===== src/rtl/mtp_issue_unit.sv =====
// ---------------------------------------------------------------------------
// mtp_issue_unit
//   Multi-threaded vector issue stage. Decoded instructions from ifetch are
//   buffered in one FIFO per hardware thread. Each thread keeps a scoreboard
//   of vector registers that have an issued but not yet written-back result.
//   Every cycle one ready thread is chosen round-robin, and its head
//   instruction goes out to the lowest-index free lane.
//
// Ports
//   clk, reset                 core clock, asynchronous active-low reset
//   thread_en                  per-thread issue enable
//   enq_vld/tid/op/dst/src*    enqueue one instruction into FIFO[enq_tid]
//   enq_err                    1-cycle pulse: the last enqueue hit a full FIFO
//   thread_full/thread_empty   per-thread FIFO status (registered count)
//   lane_busy                  lanes that cannot accept work this cycle
//   iss_vld/lane_sel/tid/...   registered issue, 1 cycle after the decision
//   wb_vld/wb_tid/wb_dst       writeback; clears one scoreboard bit
// ---------------------------------------------------------------------------

// Per-thread instruction FIFO plus register scoreboard. It tells the top
// level whether its head instruction is free of hazards.
module mtp_thread_q #(
    parameter int FIFO_DEPTH = 4,
    parameter int NUM_VREG   = 32,
    parameter int OP_W       = 8,
    parameter int RW         = 5
) (
    input  logic                  clk,
    input  logic                  reset,
    input  logic                  en,
    input  logic                  push,
    input  logic [OP_W+3*RW-1:0]  push_ins,
    input  logic                  pop,
    input  logic                  wb_clr,
    input  logic [RW-1:0]         wb_dst,
    output logic                  full,
    output logic                  empty,
    output logic                  eligible,
    output logic [OP_W+3*RW-1:0]  head
);

    localparam int PW = $clog2(FIFO_DEPTH);
    localparam int CW = PW + 1;

    typedef struct packed {
        logic [OP_W-1:0] op;
        logic [RW-1:0]   dst;
        logic [RW-1:0]   src0;
        logic [RW-1:0]   src1;
    } ins_t;

    ins_t                mem [FIFO_DEPTH];
    ins_t                hd;
    logic [PW-1:0]       rd_ptr, wr_ptr;
    logic [CW-1:0]       count;
    logic [NUM_VREG-1:0] sb, sb_nxt;
    logic                wr_en;

    assign hd    = mem[rd_ptr];
    assign head  = hd;
    assign full  = (count == CW'(FIFO_DEPTH));
    assign empty = (count == '0);
    // Full comes from the registered count, so a pop in the same cycle
    // does not make room for a push.
    assign wr_en = push && !full;

    assign eligible = en && !empty && !sb[hd.dst] && !sb[hd.src0] && !sb[hd.src1];

    // The clear is applied first and the set second, so when both hit the
    // same bit at one edge the bit ends up set.
    always_comb begin
        sb_nxt = sb;
        if (wb_clr) sb_nxt[wb_dst] = 1'b0;
        if (pop)    sb_nxt[hd.dst] = 1'b1;
    end

    always_ff @(posedge clk) begin
        if (wr_en) mem[wr_ptr] <= ins_t'(push_ins);
    end

    always_ff @(posedge clk or negedge reset) begin
        if (!reset) begin
            rd_ptr <= '0;
            wr_ptr <= '0;
            count  <= '0;
            sb     <= '0;
        end else begin
            if (wr_en) wr_ptr <= wr_ptr + PW'(1);
            if (pop)   rd_ptr <= rd_ptr + PW'(1);
            count <= count + CW'(wr_en) - CW'(pop);
            sb    <= sb_nxt;
        end
    end

endmodule

module mtp_issue_unit #(
    parameter int NUM_THREADS = 4,
    parameter int NUM_LANES   = 4,
    parameter int FIFO_DEPTH  = 4,
    parameter int NUM_VREG    = 32,
    parameter int OP_W        = 8,
    localparam int TW = (NUM_THREADS > 1) ? $clog2(NUM_THREADS) : 1,
    localparam int RW = $clog2(NUM_VREG)
) (
    input  logic                   clk,
    input  logic                   reset,
    input  logic [NUM_THREADS-1:0] thread_en,
    input  logic                   enq_vld,
    input  logic [TW-1:0]          enq_tid,
    input  logic [OP_W-1:0]        enq_op,
    input  logic [RW-1:0]          enq_dst,
    input  logic [RW-1:0]          enq_src0,
    input  logic [RW-1:0]          enq_src1,
    output logic                   enq_err,
    output logic [NUM_THREADS-1:0] thread_full,
    output logic [NUM_THREADS-1:0] thread_empty,
    input  logic [NUM_LANES-1:0]   lane_busy,
    output logic                   iss_vld,
    output logic [NUM_LANES-1:0]   iss_lane_sel,
    output logic [TW-1:0]          iss_tid,
    output logic [OP_W-1:0]        iss_op,
    output logic [RW-1:0]          iss_dst,
    output logic [RW-1:0]          iss_src0,
    output logic [RW-1:0]          iss_src1,
    input  logic                   wb_vld,
    input  logic [TW-1:0]          wb_tid,
    input  logic [RW-1:0]          wb_dst
);

    localparam int IW = OP_W + 3 * RW;

    typedef struct packed {
        logic [OP_W-1:0] op;
        logic [RW-1:0]   dst;
        logic [RW-1:0]   src0;
        logic [RW-1:0]   src1;
    } ins_t;

    logic [NUM_THREADS-1:0]         elig, pop;
    logic [NUM_THREADS-1:0][IW-1:0] head;
    logic [TW-1:0]                  rr_ptr, win, rr_nxt;
    logic                           any_elig, lane_found, issue_go, enq_err_c;
    logic [NUM_LANES-1:0]           reserved, free_lanes, lane_oh;
    ins_t                           sel;
    int                             idx;

    for (genvar t = 0; t < NUM_THREADS; t++) begin : g_thr
        mtp_thread_q #(
            .FIFO_DEPTH (FIFO_DEPTH),
            .NUM_VREG   (NUM_VREG),
            .OP_W       (OP_W),
            .RW         (RW)
        ) u_q (
            .clk      (clk),
            .reset    (reset),
            .en       (thread_en[t]),
            .push     (enq_vld && (enq_tid == TW'(t))),
            .push_ins ({enq_op, enq_dst, enq_src0, enq_src1}),
            .pop      (pop[t]),
            .wb_clr   (wb_vld && (wb_tid == TW'(t))),
            .wb_dst   (wb_dst),
            .full     (thread_full[t]),
            .empty    (thread_empty[t]),
            .eligible (elig[t]),
            .head     (head[t])
        );
    end

    // A lane issued last cycle has not yet raised lane_busy, so it is held
    // off for one cycle. The lane-select register is exactly that mask.
    assign reserved   = iss_lane_sel;
    assign free_lanes = ~lane_busy & ~reserved;

    // Round-robin: scan from rr_ptr upward, wrapping, and take the first
    // eligible thread.
    always_comb begin
        any_elig = 1'b0;
        win      = '0;
        idx      = 0;
        for (int i = 0; i < NUM_THREADS; i++) begin
            idx = int'(rr_ptr) + i;
            if (idx >= NUM_THREADS) idx = idx - NUM_THREADS;
            if (!any_elig && elig[idx]) begin
                any_elig = 1'b1;
                win      = TW'(idx);
            end
        end
    end

    always_comb begin
        lane_found = 1'b0;
        lane_oh    = '0;
        for (int l = 0; l < NUM_LANES; l++) begin
            if (!lane_found && free_lanes[l]) begin
                lane_found = 1'b1;
                lane_oh[l] = 1'b1;
            end
        end
    end

    assign issue_go = any_elig && lane_found;
    assign sel      = ins_t'(head[win]);
    assign rr_nxt   = (win == TW'(NUM_THREADS - 1)) ? '0 : win + TW'(1);

    always_comb begin
        pop       = '0;
        enq_err_c = 1'b0;
        for (int i = 0; i < NUM_THREADS; i++) begin
            pop[i]    = issue_go && (win == TW'(i));
            enq_err_c = enq_err_c | (enq_vld && (enq_tid == TW'(i)) && thread_full[i]);
        end
    end

    always_ff @(posedge clk or negedge reset) begin
        if (!reset) begin
            rr_ptr       <= '0;
            iss_vld      <= 1'b0;
            iss_lane_sel <= '0;
            iss_tid      <= '0;
            iss_op       <= '0;
            iss_dst      <= '0;
            iss_src0     <= '0;
            iss_src1     <= '0;
            enq_err      <= 1'b0;
        end else begin
            iss_vld      <= issue_go;
            iss_lane_sel <= issue_go ? lane_oh : '0;
            enq_err      <= enq_err_c;
            // Without a decision the payload holds and rr_ptr stays put.
            if (issue_go) begin
                rr_ptr   <= rr_nxt;
                iss_tid  <= win;
                iss_op   <= sel.op;
                iss_dst  <= sel.dst;
                iss_src0 <= sel.src0;
                iss_src1 <= sel.src1;
            end
        end
    end

endmodule


===== config.mk =====
export PLATFORM = sky130hd
export DESIGN_NAME = mtp_issue_unit
export DESIGN_NICKNAME = d
export VERILOG_FILES = /design/src/rtl/mtp_issue_unit.sv
export SDC_FILE = /design/constraint.sdc
export NUM_CORES = 1
export LEC_CHECK = 0
export CAP_MARGIN = 20
export CORE_ASPECT_RATIO = 0.9
export CORE_UTILIZATION = 40
export CTS_CLUSTER_DIAMETER = 60
export CTS_CLUSTER_SIZE = 8
export DETAILED_ROUTE_END_ITERATION = 6
export MAX_ROUTING_LAYER = met4
export PLACE_DENSITY = 0.67
export REMOVE_ABC_BUFFERS = 1
export SETUP_SLACK_MARGIN = 0.4
export SLEW_MARGIN = 20
export SYNTH_ARGS = -nofsm -noshare
export SYNTH_HDL_FRONTEND = slang
export SYNTH_SLANG_ARGS = --single-unit

===== constraint.sdc =====
create_clock -name clk -period 5.4 [get_ports clk]
set_input_delay 1.08 -clock clk [delete_from_list [all_inputs] [get_ports clk]]
set_output_delay 1.08 -clock clk [all_outputs]
set_load 0.01 [all_outputs]

[Word level (Yosys, flattened, before mapping)]
Memory sizes are Yosys's and may differ from the RTL's.
Cells that the tools add are included.
Word-level totals
  bits in registers: 189
  RAM bits: 368
  word-level logic and storage cells: 274
  memories: 4
Memories
  g_thr[0].u_q.mem: words 4, bits a word 23, read ports 1, clocked after memory_dff 0, wr ports 1, line 52  | ins_t mem [FIFO_DEPTH];
  g_thr[1].u_q.mem: words 4, bits a word 23, read ports 1, clocked after memory_dff 0, wr ports 1, line 52
  g_thr[2].u_q.mem: words 4, bits a word 23, read ports 1, clocked after memory_dff 0, wr ports 1, line 52
  g_thr[3].u_q.mem: words 4, bits a word 23, read ports 1, clocked after memory_dff 0, wr ports 1, line 52
Cells by class
  add/sub/neg operators: 24
  $lt $le $gt $ge: 27
  eq/ne operators: 13
  mux-type cells: 85
  bitwise gates (word level): 15
  reduce and logical (&&, ||, !) cells: 81
Operators with widths (number)
  $mux W32: 12
  $and A32 B32 Y32: 4
  $lt A32 B4 Y1 const B: 4
  $or A32 B32 Y32: 4
  $lt A5 B6 Y1 const B: 13
  $bmux W1 S5: 12
  $logic_and A1 B1 Y1: 48
  $bmux W23 S2: 1
  $mux W1: 44
  $not A32 Y32: 1
  $logic_not A1 Y1: 26
  $demux W1 S5: 5
  $ge A5 B1 Y1 const B: 5
  $mux W23: 1
  $add A2 B1 Y2 const B: 9
  $add A3 B1 Y3: 4
  $eq A2 B2 Y1 const B: 6
  $eq A3 B3 Y1 const B: 4
  $logic_not A3 Y1: 4
  $sub A3 B1 Y3: 4
  $sub A3 B3 Y4 const B: 3
  $mux W2: 5
  $ge A3 B3 Y1 const B: 3
  $bmux W1 S2: 4
  other kinds (11): 19

[Depth between registers and ports, before layout]
Gate-level depths: netlist of the first run.
An unclocked memory read counts as a cell.
  depth after elaboration: 23
  mapped depth: 24

[Modules after synthesis]
From an unflattened synthesis of the first run, not the netlist that was laid out.
Second synthesis, totals
  cell total of the unflattened synthesis: 1809
  area, all modules: 26053.7 µm²
Modules (own cells, without submodules)
  mtp_thread_q (g_thr[1].u_q ...): times used 2, cells each 407, area each 6073.3 µm², sequential area each 3738.6 µm²
  mtp_thread_q (g_thr[3].u_q): times used 1, cells each 408, area each 5984.5 µm², sequential area each 3738.6 µm²
  mtp_thread_q (g_thr[0].u_q): times used 1, cells each 391, area each 5919.4 µm², sequential area each 3738.6 µm²
  mtp_issue_unit: times used 1, cells each 196, area each 2003.2 µm², sequential area each 825.8 µm²

[Worst setup path after synthesis of the first run]
No wires, ideal clock.
  path type: register -> register
  from: register g_thr[2].u_q.rd_ptr[0]
  to: register g_thr[0].u_q.count[2]
  setup time: 0.123 ns
  arrival: 4.685 ns
  required time: 5.277 ns
  slack: 0.592 ns
  stages on the path, launching flop included: 22
  clock period less this slack: 4.808 ns
  cells stage by stage: dfrtp_1 buf_2 mux4_2 buf_2 a211oi_1 a211oi_1 or3_1 nor4_2 nand2_1 o32ai_1 a21oi_2 buf_2 inv_1 ha_1 and2_1 ha_1 inv_1 ha_1 inv_1 fa_1 xnor2_1 xnor2_1
On the way
  cells in the longest elaborated chain, start to end: 23
  elaborated cells on any way between the ends: 43
  those cells by class: add/sub (1); mux (26); reduce/logical (15); memory (1)
Ends and longest elaborated chain
  from (decl): line 54  | logic [PW-1:0] rd_ptr, wr_ptr;
  from (signal assigned): line 89  | if (pop) rd_ptr <= rd_ptr + PW'(1);
  $mem_v2 Z4 W23 (*)
  $bmux W1 S5: line 67  | assign eligible = en && !empty && !sb[hd.dst] && !sb[hd.src0] && !sb[hd.src1];
  $mux W1 (implied by the code): line 67
  $logic_not A1 Y1: line 67
  $logic_and A1 B1 Y1 (2 in series): line 67
  $logic_and A1 B1 Y1 (*): line 67
  $bmux W1 S2: line 184  | if (!any_elig && elig[idx]) begin
  $mux W1 (implied by the code) (2 in series): line 184
  (+6 left out)
  $mux W1: line 184
  $logic_not A1 Y1: line 184
  $logic_and A1 B1 Y1: line 184
  $mux W2 (*): line 184
  via win[0]: line 142  | logic [TW-1:0] rr_ptr, win, rr_nxt;
  $logic_not A2 Y1 (*): line 210  | pop[i] = issue_go && (win == TW'(i));
  $logic_and A1 B1 Y1 (*): line 210
  $sub A3 B1 Y3 (*): line 90  | count <= count + CW'(wr_en) - CW'(pop);
  to (signal assigned): line 90
  to (decl): line 55  | logic [CW-1:0] count;
The timed path passes the listed nets; every way through them passes the cells marked *. The select of a mux whose other input is x is not followed.
A chain may end at the register's enable or synchronous reset.

[Worst setup path after layout of the first run]
  from: register g_thr[1].u_q.rd_ptr[0]
  to: register g_thr[2].u_q.count[2]
On the way
  cells in the longest elaborated chain, start to end: 23
  elaborated cells on any way between the ends: 43
  those cells by class: add/sub (1); eq/ne (1); mux (26); reduce/logical (14); memory (1)
Ends and longest elaborated chain (line)
  from (decl): 54
  from (signal assigned): 89
  $mem_v2 Z4 W23 (*)
  $bmux W1 S5: 67
  $mux W1 (implied by the code): 67
  $logic_not A1 Y1: 67
  $logic_and A1 B1 Y1 (2 in series): 67
  $logic_and A1 B1 Y1 (*): 67
  $bmux W1 S2: 184
  $mux W1 (implied by the code) (2 in series): 184
  (+5 left out)
  $logic_and A1 B1 Y1: 184
  $mux W1: 184
  $logic_not A1 Y1: 184
  $logic_and A1 B1 Y1: 184
  $mux W2 or $mux W1 (tied branches): 184
  $eq A2 B2 Y1 or $logic_and A1 B1 Y1 (tied branches): 210, 202
  $logic_and A1 B1 Y1 (*): 210
  $sub A3 B1 Y3 (*): 90
  to (signal assigned): 90
  to (decl): 55
Mark *: on every way between the ends. The rest lies on a longest branch, timed or not. The select of a mux whose other input is x is not followed.

==> results of run 1 <==
## layout by cell type, fill, tap and decap left out, drive strengths merged, types with 21 or more instances in the layout
cell type        n
and2            28
buf            124
clkbuf         132
clkdlybuf4s50   81
dfrtp          189
edfxtp         368
ha              28
inv             44
mux2            32
mux2i          179
mux4           112
nand2           68
nand2b          39
nand3           36
nor2            42
o21ai          271
o22ai           21
## worst max-delay path, cell delays in order (launching register included)
cell	delay, ps
dfrtp_2	410
buf_2	200
mux4_2	680
mux2_2	330
or3_1	310
nand4_1	110
and4b_1	220
o211ai_1	210
a41oi_2	240
o32ai_2	100
a21oi_2	200
inv_1	100
ha_1	220
and2_1	190
ha_1	280
inv_1	70
ha_1	140
inv_1	50
fa_1	390
xnor2_1	180
xnor2_1	140
## state kept, by name, indices dropped and copies added (netlist names)
signal,flops
iss_vld,1
iss_op,8
iss_src0,5
g_thr.u_q.count,12
g_thr.u_q.rd_ptr,8
iss_dst,5
g_thr.u_q.wr_ptr,8
iss_src1,5
iss_tid,2
rr_ptr,2
enq_err,1
iss_lane_sel,4
g_thr.u_q.sb,128
g_thr.u_q.mem,368
## kinds of logic (layout without fill, tap and decap cells)
group / after synthesis / in the layout
DFF: 557 / 557
xor gates and xnor gates: 20 / 20
buffers and inverters: 141 / 387
adders and majority gates: 32 / 32
muxes: 321 / 323
other: 0 / 4
and+or+nand+nor: 323 / 323
AOI/OAI and AO/OA: 393 / 393
## cell type report
type,instances,area [um^2]
clock inverters,8,135
fillers,5493,33300
inverters,42,158
flip-flops and latches,557,15800
well taps,855,1070
clock buffers,131,2290
multi-input cells,1091,9760
repair buffers,206,1860
diodes,4,10.0
## worst max-delay path by stage
| stage | start | endpoint | slack [ps] |
|---|---|---|---|
| 2_1_floorplan | g_thr[3].u_q.rd_ptr[0] | g_thr[0].u_q.count[2] | -1820 |
| 3_3_place_gp | g_thr[2].u_q.rd_ptr[0] | g_thr[0].u_q.count[2] | 410 |
| 3_5_place_dp | g_thr[3].u_q.rd_ptr[0] | g_thr[2].u_q.count[2] | 320 |
| 4_1_cts | g_thr[3].u_q.rd_ptr[0] | g_thr[2].u_q.count[2] | 410 |
| 5_1_grt | g_thr[2].u_q.rd_ptr[0] | g_thr[3].u_q.count[2] | 370 |
| 6_report | g_thr[1].u_q.rd_ptr[0] | g_thr[2].u_q.count[2] | 570 |
## layer usage
| layer | share of wire (%) | vias to the layer above |
|---|---|---|
| met5 | 0 | - |
| met4 | 2.8 | 0 |
| met3 | 9.8 | 134 |
| met2 | 45 | 801 |
| met1 | 42 | 8953 |
| li1 | - | 7393 |
## cells in the mapped netlist (28+ instances only)
cell	instances	share of area (%)
edfxtp_1	368	42
dfrtp_1	189	18
mux2i_1	179	6.8
o21ai_0	142	2.7
o21ai_1	113	2.2
mux4_2	110	9.5
nand2_1	67	0.96
inv_1	42	0.60
nor2_1	42	0.60
nand2b_1	38	0.91
nand3_1	32	0.61
buf_2	30	0.57
mux2_2	29	1.2
and2_1	28	0.67
ha_1	28	1.3
## timing repair
action | CTS | global route
endpoints found under the hold margin | 0 | 0
setup endpoints to repair | 3 | 8
resized for setup | 4 | 10
setup buffers | 2 | 55
cloned | 0 | 2
pin swaps | 0 | 6
## where the power goes
| group | total [mW] | switching (mW) | leakage (nW) | internal [mW] |
|---|---|---|---|---|
| clock | 4.78 | 1.89 | 1.16 | 2.90 |
| combinational | 9.90 | 5.77 | 4.46 | 4.12 |
| sequential | 6.06 | 0.699 | 5.74 | 5.36 |
| total | 20.7 | 8.36 | 11.4 | 12.4 |
## metrics by stage
| stage | std cells | power [mW] | setup WS, ps | hold WS [ps] |
|---|---|---|---|---|
| 6_report | 2894 | 20.7 | 568 | 479 |
| 4_1_cts | 2832 | 20.3 | 406 | 510 |
| 5_1_grt | 2891 | 21.7 | 371 | 525 |
| 2_1_floorplan | 1688 | 12.0 | -1820 | 460 |
| 3_3_place_gp | 2691 | 15.2 | 409 | 478 |
| 3_5_place_dp | 2691 | 15.4 | 324 | 496 |
==> out/qor.yml, run 1 <==
logic_synthesis:
  synth.distinct_cells: 78
  synthCells: 1787
  syn_area_um2: 26200
  synth_mux_area_share_pct: 17.7
  ys_async_sr_fraction_pct: 33.9
  synth_seq_area_share_pct: 60.2
  synthAdderAreaFrac_pct: 1.64
  synth_compound_area_share_pct: 9.07
  yosysWarnings: 0
  synth_edf_count: 368
  ys_ff_latch: 557
  avgSynthCellArea_um2: 14.7
  synth_xor_area_share_pct: 0.668
  ys.flop_type: "edfxtp_1"
  synth_top_family_by_area: "multiplexers"
  synth-simple-area-share_pct: 7.78
clock_tree:
  clkSinkCount: 557
  hold_buffers: 0
  cts-root-buf: "clkbuf_16"
  cts_tree: "built"
  cts_buffers: 81
  clock_latency_ps: 640
  clk_pin_slew_worst_paths_ps: 50
  clk_path_buf_depth: 3
  h-tree-depth: 3
routing:
  post_drt_via_cell_ratio: 5.97
  drtIter0Drc: 1869
  vias: 17300
  wl_per_cell_um: 27.5
  drtAntennaViolNets: 0
  drt-total-wl_mm: 79.7
  drc_errors: 0
  first_pass_iters: 5
sta:
  worstMarginPinSlew_ps: 1090
  fin_worst_skew_ps: 38.2
  finalCriticalPeriod_ps: 4830
  fmax_mhz: 207
  maxSlewViolCount: 0
  tns_ps: 0
  fin_crit_sh_pct: 89.5
  slew_headroom_pct: 27.0
  rsz0062_at_grt: "true"
  setup_viol: 0
  hold_violations: 0
outcome:
  outcome: "complete, no violations"
place:
  dp_hpwl_mm: 53.5
  place_area_um2: 28000
  port_buffers: 82
  gp_congestion: 0.989
grt:
  met3_usage_pct: 7.50
  met2_usage_pct: 35.6
  antenna_found_initial: 3
  grt_start_max_net_pins: 103
  grt_usage_pct: 24.4
  overflow: 0
  grt_pass1_wl_mm: 115
  grt_busiest_layer: "met2"
  grt_pass1_vias: 16900
  use_met1_pct: 32.5
cells_and_area:
  syn_to_final_growth_pct: 18.5
  nets: 2055
  fin_util_pct: 48.2
  drive_gt1_share_pct: 20.6
  final_area_um2: 31100
die:
  initial_utilization_pct: 40.7
  core_region_area_um2: 64400
  die-area_um2: 66600
  num_rows: 88
  num_io_pins: 83
  die_y_um: 245
  die_w_um: 272
hold_path:
  min_path_type: "input port to asynchronous set/reset pin"
pwr:
  ir_drop_mv: 0.547
  cellLeakagePower_nw: 11.4
  powerDensity_nw_per_um2: 668
worst_setup_path:
  critPathLaunchType: "flop"
  cp_max_fo: 7
  crit_path_end_kind: "flop"
  worstRegToRegCells: 20
  critPathArrivalTime_ps: 5370
  cp.required_ps: 5940
  critPathKind: "flop to flop"
  rr_endpoint: "g_thr[2].u_q.count[2]"
  r2r_slack_ps: 570
  worstReg2RegStart: "g_thr[1].u_q.rd_ptr[0]"
run:
  cap_violations: 0
Power figures use the tool's default switching activity.
==> inputs of run 2 (changes only) <==
- CTS_CLUSTER_SIZE: 8 -> 28
==> out/qor.yml, run 2 (synthesized netlist as in run 1, its figures left out) <==
place:
  dp_hpwl_mm: 53.5
  dp.cells: 2691
  place_area_um2: 28000
  place_ws_ps: 324
  gp_congestion: 0.989
  port_buffers: 82
die:
  num_io_pins: 83
  core_region_area_um2: 64400
  die_w_um: 272
  die-area_um2: 66600
  num_rows: 88
  initial_utilization_pct: 40.7
  die_y_um: 245
pwr:
  power_frac_seq_pct: 31.4
  switching_power_mw: 8.19
  power_frac_comb_pct: 51.2
  ir_drop_mv: 0.524
  cellLeakagePower_nw: 10.8
  clock_power_share_pct: 17.4
  intPower_mw: 11.0
  p_sw_share_pct: 42.6
  powerDensity_nw_per_um2: 640
  finalPower_mw: 19.2
routing:
  vias: 16900
  drtIter0Drc: 1878
  wl_per_cell_um: 27.5
  drtAntennaViolNets: 0
  first_pass_iters: 5
  drc_errors: 0
  drt-total-wl_mm: 77.6
  post_drt_via_cell_ratio: 5.99
cells_and_area:
  final_cell_mix: "edfxtp_1, dfrtp_1, mux2i_1, o21ai_0, o21ai_1"
  syn_to_final_growth_pct: 14.6
  final-instance-count-excl-fill: 2822
  top_register: "g_thr.u_q.mem"
  final_common_cell: "edfxtp_1"
  drive_gt1_share_pct: 19.8
  largest_register_ffs: 368
  largestRegisters: "g_thr.u_q.mem (368), g_thr.u_q.sb (128), g_thr.u_q.count (12)"
  final_area_um2: 30000
  nets: 2004
sta:
  fin_worst_skew_ps: 52.6
  fmax_mhz: 205
  maxSlewViolCount: 0
  setup_viol: 0
  slew_headroom_pct: 36.6
  setup_ws_ps: 522
  hold_violations: 0
  finalCriticalPeriod_ps: 4880
  worstMarginPinSlew_ps: 944
  fin_crit_sh_pct: 90.3
  timing.hold.ws_ps: 503
  rsz0062_at_grt: "false"
worst_setup_path:
  critPathKind: "flop to flop"
  cp.required_ps: 5910
  max_stage_delay_ps: 680
  cp_max_fo: 10
  cpMaxStageDelayCell: "mux4_2"
  critPathArrivalTime_ps: 5390
  critPathLaunchType: "flop"
  crit_path_end_kind: "flop"
  cp_cell_sequence: "buf_12, mux4_2, buf_4, buf_4, or3_4, o22a_1, nand4b_1, nor4_2, buf_4, nand2_1, mux2i_1, a21oi_2, inv_1, ha_1, and2_1, ha_1, inv_1, ha_1, inv_1, fa_1, xnor2_1, xnor2_1"
clock_tree:
  clk_path_buf_depth: 3
  clkSinkCount: 557
  clock_latency_ps: 630
  cts_buffers: 42
  cts-root-buf: "clkbuf_16"
  cts_tree: "built"
  hold_buffers: 0
  h-tree-depth: 2
  clk_pin_slew_worst_paths_ps: 70
grt:
  grt_pass1_vias: 16500
  overflow: 0
  grt_start_max_net_pins: 103
  grt_pass1_wl_mm: 113
  grt_usage_pct: 23.9
  antenna_found_initial: 5
run:
  cap_violations: 0
hold_path:
  min_path_type: "flop to flop"
outcome:
  outcome: "complete, no violations"
-- run 2: cell count changes in the layout (fill, tap and decap cells not counted), sizes merged --
cell and change:
diode +2, mux4 -1, clkinvlp +4, buf -11
inv +17, clkbuf -83
-- run 2: per-layer routing --
metal	track usage [%]	share of wire, %	vias up
met5	-	0	-
met4	5.77	2.3	0
met3	5.97	8.9	113
met2	35.5	45	746
met1	32.9	43	8790
li1	-	-	7251
-- run 2: worst paths after layout --
kind / endpoint / startpoint / cells past startpoint / slack [ps]
setup / recovery: g_thr[2].u_q.count[2] / g_thr[2].u_q.rd_ptr[0] / 22 / 520
hold / removal: g_thr[0].u_q.count[2] / g_thr[0].u_q.count[2] / 1 / 500
setup reg to reg: g_thr[2].u_q.count[2] / g_thr[2].u_q.rd_ptr[0] / 22 / 520
hold reg to reg: g_thr[0].u_q.count[2] / g_thr[0].u_q.count[2] / 1 / 500
max in group asynchronous: g_thr[2].u_q.rd_ptr[0] / reset / 2 / 3590
min in group asynchronous: g_thr[2].u_q.sb[6] / reset / 1 / 540
-- run 2: final cells by class --
cell class                      instances  area (um^2)
Antenna cell                            6         15.0
Clock buffer                           48         1090
Clock inverter                         29          355
Fill cell                            5581        34400
Inverter                               42          158
Multi-Input combinational cell       1090         9740
Sequential cell                       557        15800
Tap cell                              855         1070
Timing Repair Buffer                  195         1820
-- run 2: what timing repair did --
action / in CTS / in global routing
buffers inserted: 7 / 38
setup endpoints to repair: 3 / 8
pin swaps: 1 / 6
gates resized for setup: 4 / 15
cloned: 0 / 1
-- run 2: per-stage QoR --
| stage | setup TNS, ps | utilization (%) |
|---|---|---|
| finish | 0 | 46.6 |
| global route | 0 | 46.6 |
| CTS | 0 | 45.9 |
| detailed placement | 0 | 43.5 |
| global placement | 0 | 43.5 |
| floorplan | -133330 | - |
-- run 2: worst max-delay path: cells and delay by family, from the launching register on --
family | cells | cell delay (ps)
AOI/OAI and AO/OA | 2 | 450
xor gates and xnor gates | 2 | 320
adders and majority gates | 4 | 1030
buffers and inverters | 7 | 910
DFF | 1 | 410
muxes | 2 | 780
and+or+nand+nor | 5 | 890
-- run 2: power by group through the flow --
| stage | clock, mW | sequential [mW] | combinational [mW] |
|---|---|---|---|
| detailed placement | 0 | 6.09 | 9.29 |
| finish | 3.34 | 6.03 | 9.84 |
| global placement | 0 | 6.08 | 9.15 |
| CTS | 3.40 | 6.02 | 9.39 |
| floorplan | 0 | 6.09 | 5.90 |
| global route | 3.54 | 6.11 | 10.5 |
